===== src/rtl/pipe_pkg.sv =====
// Shared pipeline-register types and default payload widths.
package pipe_pkg;

  localparam int DATA_W = 32;
  localparam int CTRL_W = 8;
  localparam int TAG_W  = 5;

  typedef enum logic [1:0] {
    EMPTY = 2'd0,
    FULL  = 2'd1,
    SKID  = 2'd2
  } state_t;

endpackage


===== src/rtl/pipe_stage_reg_if.sv =====
// Valid/ready stream bundle carrying payload, control bits and dest tag.
interface pipe_stage_reg_if #(
  parameter int DATA_W = pipe_pkg::DATA_W,
  parameter int CTRL_W = pipe_pkg::CTRL_W,
  parameter int TAG_W  = pipe_pkg::TAG_W
);

  logic              valid;
  logic              ready;
  logic [DATA_W-1:0] data;
  logic [CTRL_W-1:0] ctrl;
  logic [TAG_W-1:0]  tag;

  modport master (
    output valid, data, ctrl, tag,
    input  ready
  );

  modport slave (
    input  valid, data, ctrl, tag,
    output ready
  );

endinterface


===== src/rtl/pipe_stage_reg.sv =====
// Pipeline boundary register with bubble insertion and flush.
// Define PIPE_STAGE_SKID_EN for the two-entry skid variant.
module pipe_stage_reg #(
  parameter int DATA_W = pipe_pkg::DATA_W,
  parameter int CTRL_W = pipe_pkg::CTRL_W,
  parameter int TAG_W  = pipe_pkg::TAG_W
) (
  input  logic              clk,
  input  logic              rst,
  pipe_stage_reg_if.slave   up,
  pipe_stage_reg_if.master  dn,
  input  logic              flush,
  output logic [1:0]        occ
);

  import pipe_pkg::*;

  state_t            state;
  logic [DATA_W-1:0] data_q;
  logic [CTRL_W-1:0] ctrl_q;
  logic [TAG_W-1:0]  tag_q;
  logic              in_x;
  logic              out_x;

`ifdef PIPE_STAGE_SKID_EN
  logic [DATA_W-1:0] sk_data;
  logic [CTRL_W-1:0] sk_ctrl;
  logic [TAG_W-1:0]  sk_tag;

  // Ready comes from state only, so out_ready never reaches in_ready.
  assign up.ready = (state != SKID);
`else
  assign up.ready = (state == EMPTY) | dn.ready;
`endif

  assign in_x     = up.valid & up.ready;
  assign out_x    = dn.valid & dn.ready;
  assign dn.valid = (state != EMPTY);
  assign dn.data  = data_q;
  assign dn.ctrl  = ctrl_q;
  assign dn.tag   = tag_q;
  assign occ      = state;

  always_ff @(posedge clk or negedge rst) begin
    if (!rst) begin
      state  <= EMPTY;
      data_q <= '0;
      ctrl_q <= '0;
      tag_q  <= '0;
`ifdef PIPE_STAGE_SKID_EN
      sk_data <= '0;
      sk_ctrl <= '0;
      sk_tag  <= '0;
`endif
    end else if (flush) begin
      state  <= EMPTY;
      ctrl_q <= '0;
    end else begin
      unique case (state)
        EMPTY: begin
          if (in_x) begin
            data_q <= up.data;
            ctrl_q <= up.ctrl;
            tag_q  <= up.tag;
            state  <= FULL;
          end
        end
        FULL: begin
          if (in_x && out_x) begin
            data_q <= up.data;
            ctrl_q <= up.ctrl;
            tag_q  <= up.tag;
`ifdef PIPE_STAGE_SKID_EN
          end else if (in_x) begin
            sk_data <= up.data;
            sk_ctrl <= up.ctrl;
            sk_tag  <= up.tag;
            state   <= SKID;
`endif
          end else if (out_x) begin
            ctrl_q <= '0;
            state  <= EMPTY;
          end
        end
`ifdef PIPE_STAGE_SKID_EN
        SKID: begin
          if (out_x) begin
            data_q <= sk_data;
            ctrl_q <= sk_ctrl;
            tag_q  <= sk_tag;
            state  <= FULL;
          end
        end
`endif
        default: begin
          ctrl_q <= '0;
          state  <= EMPTY;
        end
      endcase
    end
  end

endmodule


===== src/flat_wrapper.sv =====
// flat-port wrapper written by rule: the top's interface ports become plain ports
module pipe_stage_reg_flat import pipe_pkg::*;
#(
  parameter int DATA_W = pipe_pkg::DATA_W,
  parameter int CTRL_W = pipe_pkg::CTRL_W,
  parameter int TAG_W  = pipe_pkg::TAG_W
)
  (clk, rst, flush, occ, up_valid, up_data, up_ctrl, up_tag, up_ready, dn_valid, dn_data, dn_ctrl, dn_tag, dn_ready);
  pipe_stage_reg_if #(.DATA_W(DATA_W), .CTRL_W(CTRL_W), .TAG_W(TAG_W)) up_i ();
  pipe_stage_reg_if #(.DATA_W(DATA_W), .CTRL_W(CTRL_W), .TAG_W(TAG_W)) dn_i ();
  input  logic clk;
  input  logic rst;
  input  logic flush;
  output logic [1:0] occ;
  input wire logic [$bits(up_i.valid)-1:0] up_valid;
  input wire logic [$bits(up_i.data)-1:0] up_data;
  input wire logic [$bits(up_i.ctrl)-1:0] up_ctrl;
  input wire logic [$bits(up_i.tag)-1:0] up_tag;
  output wire logic [$bits(up_i.ready)-1:0] up_ready;
  output wire logic [$bits(dn_i.valid)-1:0] dn_valid;
  output wire logic [$bits(dn_i.data)-1:0] dn_data;
  output wire logic [$bits(dn_i.ctrl)-1:0] dn_ctrl;
  output wire logic [$bits(dn_i.tag)-1:0] dn_tag;
  input wire logic [$bits(dn_i.ready)-1:0] dn_ready;
  assign up_i.valid = up_valid;
  assign up_i.data = up_data;
  assign up_i.ctrl = up_ctrl;
  assign up_i.tag = up_tag;
  assign up_ready = up_i.ready;
  assign dn_valid = dn_i.valid;
  assign dn_data = dn_i.data;
  assign dn_ctrl = dn_i.ctrl;
  assign dn_tag = dn_i.tag;
  assign dn_i.ready = dn_ready;
  pipe_stage_reg #(.DATA_W(DATA_W), .CTRL_W(CTRL_W), .TAG_W(TAG_W)) u_core (.clk(clk), .rst(rst), .up(up_i), .dn(dn_i), .flush(flush), .occ(occ));
endmodule

===== config.mk =====
export PLATFORM = sky130hd
export DESIGN_NAME = pipe_stage_reg_flat
export DESIGN_NICKNAME = d
export VERILOG_FILES = /design/src/rtl/pipe_pkg.sv /design/src/rtl/pipe_stage_reg_if.sv /design/src/rtl/pipe_stage_reg.sv /design/src/flat_wrapper.sv
export SDC_FILE = /design/constraint.sdc
export NUM_CORES = 1
export LEC_CHECK = 0
export CORE_AREA = 3 3 72 74
export DETAILED_ROUTE_END_ITERATION = 16
export DIE_AREA = 0 0 75 77
export MAX_ROUTING_LAYER = met4
export PLACE_DENSITY = 0.83
export SYNTH_ARGS = -nofsm -noshare
export SYNTH_HDL_FRONTEND = slang
export SYNTH_SLANG_ARGS = --single-unit

===== constraint.sdc =====
create_clock -name clk -period 3.5 [get_ports clk]
set_input_delay 0.7 -clock clk [delete_from_list [all_inputs] [get_ports clk]]
set_output_delay 0.7 -clock clk [all_outputs]
set_load 0.005 [all_outputs]

* Yosys cells after proc, flatten, opt, wreduce, memory -nomap -nowiden
Index checks and enable logic that the tools add are counted.
Widths: inputs -> output; s select.
** Cells by class
- Muxes and demuxes :: 16
- Bitwise operators :: 4
- Equal/unequal tests :: 7
- Reduce and logical (&&, ||, !) cells :: 7
** Operators with widths (number)
- $mux 32 :: 2
- $pmux 32 s2 :: 1
- $mux 8 :: 4
- $pmux 8 s2 :: 1
- $mux 5 :: 2
- $pmux 5 s2 :: 1
- $mux 2 :: 4
- $ne 3x2->1 const B :: 2
- $ne 2x1->1 const B :: 2
- $ne 4x2->1 const B :: 1
- $pmux 2 s2 :: 1
- $reduce_and 4->1 :: 1
- $reduce_bool 2->1 :: 2
- $ne 3x3->1 const B :: 1
- $reduce_and 3->1 :: 1
- $and 1x1->1 :: 2
- $eq 2x1->1 const B :: 1
- $logic_not 2->1 :: 1
- $reduce_and 2->1 :: 1
- $logic_and 1x1->1 :: 1
- $not 1->1 :: 1
- $or 1x1->1 :: 1
** Word-level totals
- Bits of input ports :: 50
- Flip-flop bits (word level) :: 47

* Depth between registers and ports, before layout
- Depth after elaboration :: 7
- Gate-level depth with buffers :: 5
- Depth with buffers taken out :: 4

* Least setup slack after synthesis
Ideal clock, no wire load.
- Kind :: input-to-reg
- Start point :: input port flush
- End point :: register u_core.data_q[0], in the netlist u_core.dn.data[0]
- Data arrival time :: 1.612 ns
- Stages on the path :: 5
- Library setup time :: 0.125 ns
- Slack :: 1.763 ns
- Data required time :: 3.375 ns
- Cells stage by stage :: buf_6 > nor3b_2 > buf_6 > buf_12 > mux2_4
** On the way
- Word-level cells in the longest chain between the ends :: 2
** Ends and longest elaborated chain
- from (decl) :: RTL line flat_wrapper.sv:13 : input logic flush;
- $not 1->1 (no line)
- $reduce_and 4->1 (no line)
- to (signal assigned) :: RTL line pipe_stage_reg.sv:62 : data_q <= up.data;
- to (signal assigned) :: RTL line pipe_stage_reg.sv:70 : data_q <= up.data;
- to (decl) :: RTL line pipe_stage_reg.sv:19 : logic [DATA_W-1:0] data_q;
Every way passes these cells.
A chain may end at the register's enable or synchronous reset.

* Worst setup path after layout
- Start point :: input port dn_ready
- End point :: output port up_ready
** On the way
- Word-level cells in the longest chain between the ends :: 1
** Ends and longest elaborated chain
- from (decl) :: RTL line flat_wrapper.sv:24 : input wire logic [$bits(dn_i.ready)-1:0] dn_ready;
- $or 1x1->1 :: RTL line pipe_stage_reg.sv:33 : assign up.ready = (state == EMPTY) | dn.ready;
- to (decl) :: RTL line flat_wrapper.sv:19 : output wire logic [$bits(up_i.ready)-1:0] up_ready;
Every way passes these cells.

==> flow_summary.yaml <==
sta:
  rsz0062_at_grt: "no"
  tightest_slew_ps: 1000
  period_share: 0.795
  maxSlewViolCount: 0
  finalSetupTns_ps: 0
  fmax_ghz: 0.359
  setup_viol: 0
  finalHoldViolCount: 0
  period_minus_slack_ps: 2780
  maxSlewHeadroom: 0.331
  fin_worst_skew_ps: 11.6
clocking:
  cts_resized: 0
  cts_buffers: 5
  clock_latency_ps: 290
  post_cts_buffers: 0
  clock_path_buffers: 2
  ctsHoldBuffers: 0
  cts_tree: "done"
  h-tree-depth: 2
  cts.clk_slew.worst_paths_ps: 80
  clockRootBuffer: "clkbuf_8"
  cts_num_sinks: 46
placed_design:
  dp_cells: 258
  hpwlAfterDp_um: 3200
  io_buffers: 97
  gp_congestion: 0.757
setup_path:
  cp.required_ps: 2800
  worst_setup_path_end_kind: "output port"
  crit_path_cell_trace: "clkdlybuf4s50_1 > nor2b_4 > clkinv_1 > clkdlybuf4s50_1"
  critPathArrivalTime_ps: 2080
  max_stage_delay_ps: 510
  cp.depth: 4
  cp_common_cell: "clkdlybuf4s50_1"
  start_kind: "input pin"
  cp_slowest_cell: "clkdlybuf4s50_1"
  cp_num_buf_inv: 3
  crit_fanout: 9
  cp_top_family: "buffers and inverters"
  r2r_cells: 4
  crit_type: "input pin to output port"
floorplan:
  initial_core_util: 0.415
  rows: 25
  die_width_um: 75
  die_area_sq_mm: 0.00578
  boundaryPins: 99
  core_area_sq_mm: 0.00466
  die_h_um: 77
grt:
  grt_util_met1: 0.206
  grt_pass1_vias: 1437
  grt_antenna_before_repair: 0
  grt_pass1_wl_um: 6880
  grtUsageMet2: 0.243
  grt_use_met3: 0.0577
  busiest_layer: "met2"
  track_usage: 0.163
  grt_overflow: 0
  grt_max_degree: 47
detailed_routing:
  wl_um: 4320
  wl_per_cell_um: 16.2
  vias_per_cell: 4.81
  first_pass_iters: 3
  drtAntennaViolNets: 0
  route.detailed.drc: 0
  vias: 1280
  first_iter_violations: 26
synth:
  syn_area_sq_mm: 0.00193
  synth_compound_area_frac: 0.0362
  synth_xor_area_frac: 0
  synth_seq_area_share: 0.595
  postSynthCellCount: 114
  synth-seq-cells: 46
  syn_nets: 164
  syn_avg_cell_area_sq_um: 17.0
  synth_fa_ha_area_frac: 0
  synthMuxAreaShare: 0.279
  ys_types: 14
  synth-simple-area-share: 0.0330
  synth_top_family_by_area: "multiplexers"
  yosys_warnings: 0
cells_and_area:
  layout_common_cells: "96 x clkdlybuf4s50_1, 46 x dfrtp_1, 30 x mux2_4"
  layout.cells.non_filler: 266
  mostFrequentLayoutCell: "clkdlybuf4s50_1"
  nFillCells: 353
  area_growth_pct: 53.6
  antenna_cells: 0
  layout.nets: 261
  drive_above_1_share: 0.226
run_status:
  status: "finished, final reports clean"
power:
  power.density_mw_per_mm2: 460
  swShare: 0.232
  p_switching_uw: 318
  p_seq_frac: 0.481
  power.internal_uw: 1050
  p_leak_uw: 0.00128
  power.share.clock: 0.238
  pwr-share-comb: 0.280
  peakVddDrop_mv: 0.308
worst_hold_path:
  worst_hold_path.num_cells: 1
  hold_path.class: "flop to flop"
flow_run:
  maxCapViolCount: 0
==> power by group through the flow <==
stage	combinational (uW)	clock (uW)	sequential (uW)
floorplan	143	0	667
global placement	381	0	663
detailed placement	390	0	662
CTS	390	336	658
global route	410	362	669
finish	383	326	658
==> state kept, by name, summed over array words and instances (netlist names) <==
signal,cells
u_core.dn.ctrl,8
u_core.dn.data,32
u_core.dn.tag,5
u_core.occ,1
==> metrics by stage <==
step           hold slack, ps  setup slack (ps)  instance area, sq um  utilization  total power [uW]
6_report                  513               718                  2970        0.637              1370
5_1_grt                   530               666                  2970        0.637              1440
4_1_cts                   517               721                  2970        0.637              1380
3_5_place_dp              491               725                  2880        0.618              1050
3_3_place_gp              490               767                  2880        0.618              1040
2_1_floorplan             404              1760                  1930            -               810
==> worst reg2reg max path: stages (launching register included) <==
cell	delay (ps)
dfrtp_1	420
nor2b_4	150
nor3b_4	160
buf_4	540
mux2_2	430
==> cell usage after synthesis <==
cell	number	area, sq um
clkinv_1	1	3.75
nor2b_4	1	13.8
mux2i_1	1	10.0
a32oi_1	8	70.1
buf_2	1	5.00
dfrtp_1	46	1150
nor3b_2	1	12.5
mux2_4	30	450
mux2_2	7	78.8
conb_1	1	3.75
buf_4	2	15.0
buf_6	2	22.5
buf_12	3	60.1
nor2_1	10	37.5
==> final timing paths <==
| kind | slack [ps] | from | end |
|---|---|---|---|
| worst max-delay path | 720 | dn_ready | up_ready |
| worst min-delay path | 510 | u_core.dn.data[13] | u_core.dn.data[13] |
| worst max register to register | 1690 | u_core.occ[0] | u_core.dn.data[14] |
| worst min register to register | 510 | u_core.dn.data[13] | u_core.dn.data[13] |
| max in group asynchronous | 2300 | rst | u_core.dn.ctrl[4] |
| min in group asynchronous | 570 | rst | u_core.dn.data[15] |
==> layer usage <==
layer  share of wire  vias up  wire (um)
met3           0.085        4        369
met2            0.48       69       2090
met5               0        -          0
met4           0.010        0         44
met1            0.42      619       1820
li1                -      588          -
==> cell families (layout without fill, tap and decap cells) <==
| logic type | after synthesis | count (layout) |
|---|---|---|
| flops | 46 | 46 |
| simple gates | 12 | 12 |
| other cells | 1 | 1 |
| compound gates | 8 | 8 |
| buf+inv | 9 | 107 |
| mux | 38 | 38 |
==> cell type report <==
cell class                      count  area, sq um  area share
Timing Repair Buffer               98          973       0.328
Inverter                            1         3.75     0.00126
Tap cell                           54         67.6      0.0227
Clock inverter                      1         5.00     0.00168
Clock buffer                        7         86.3      0.0291
Sequential cell                    46         1150       0.388
Multi-Input combinational cell     59          683       0.230
No activity file was read; power rests on OpenSTA's default activity.
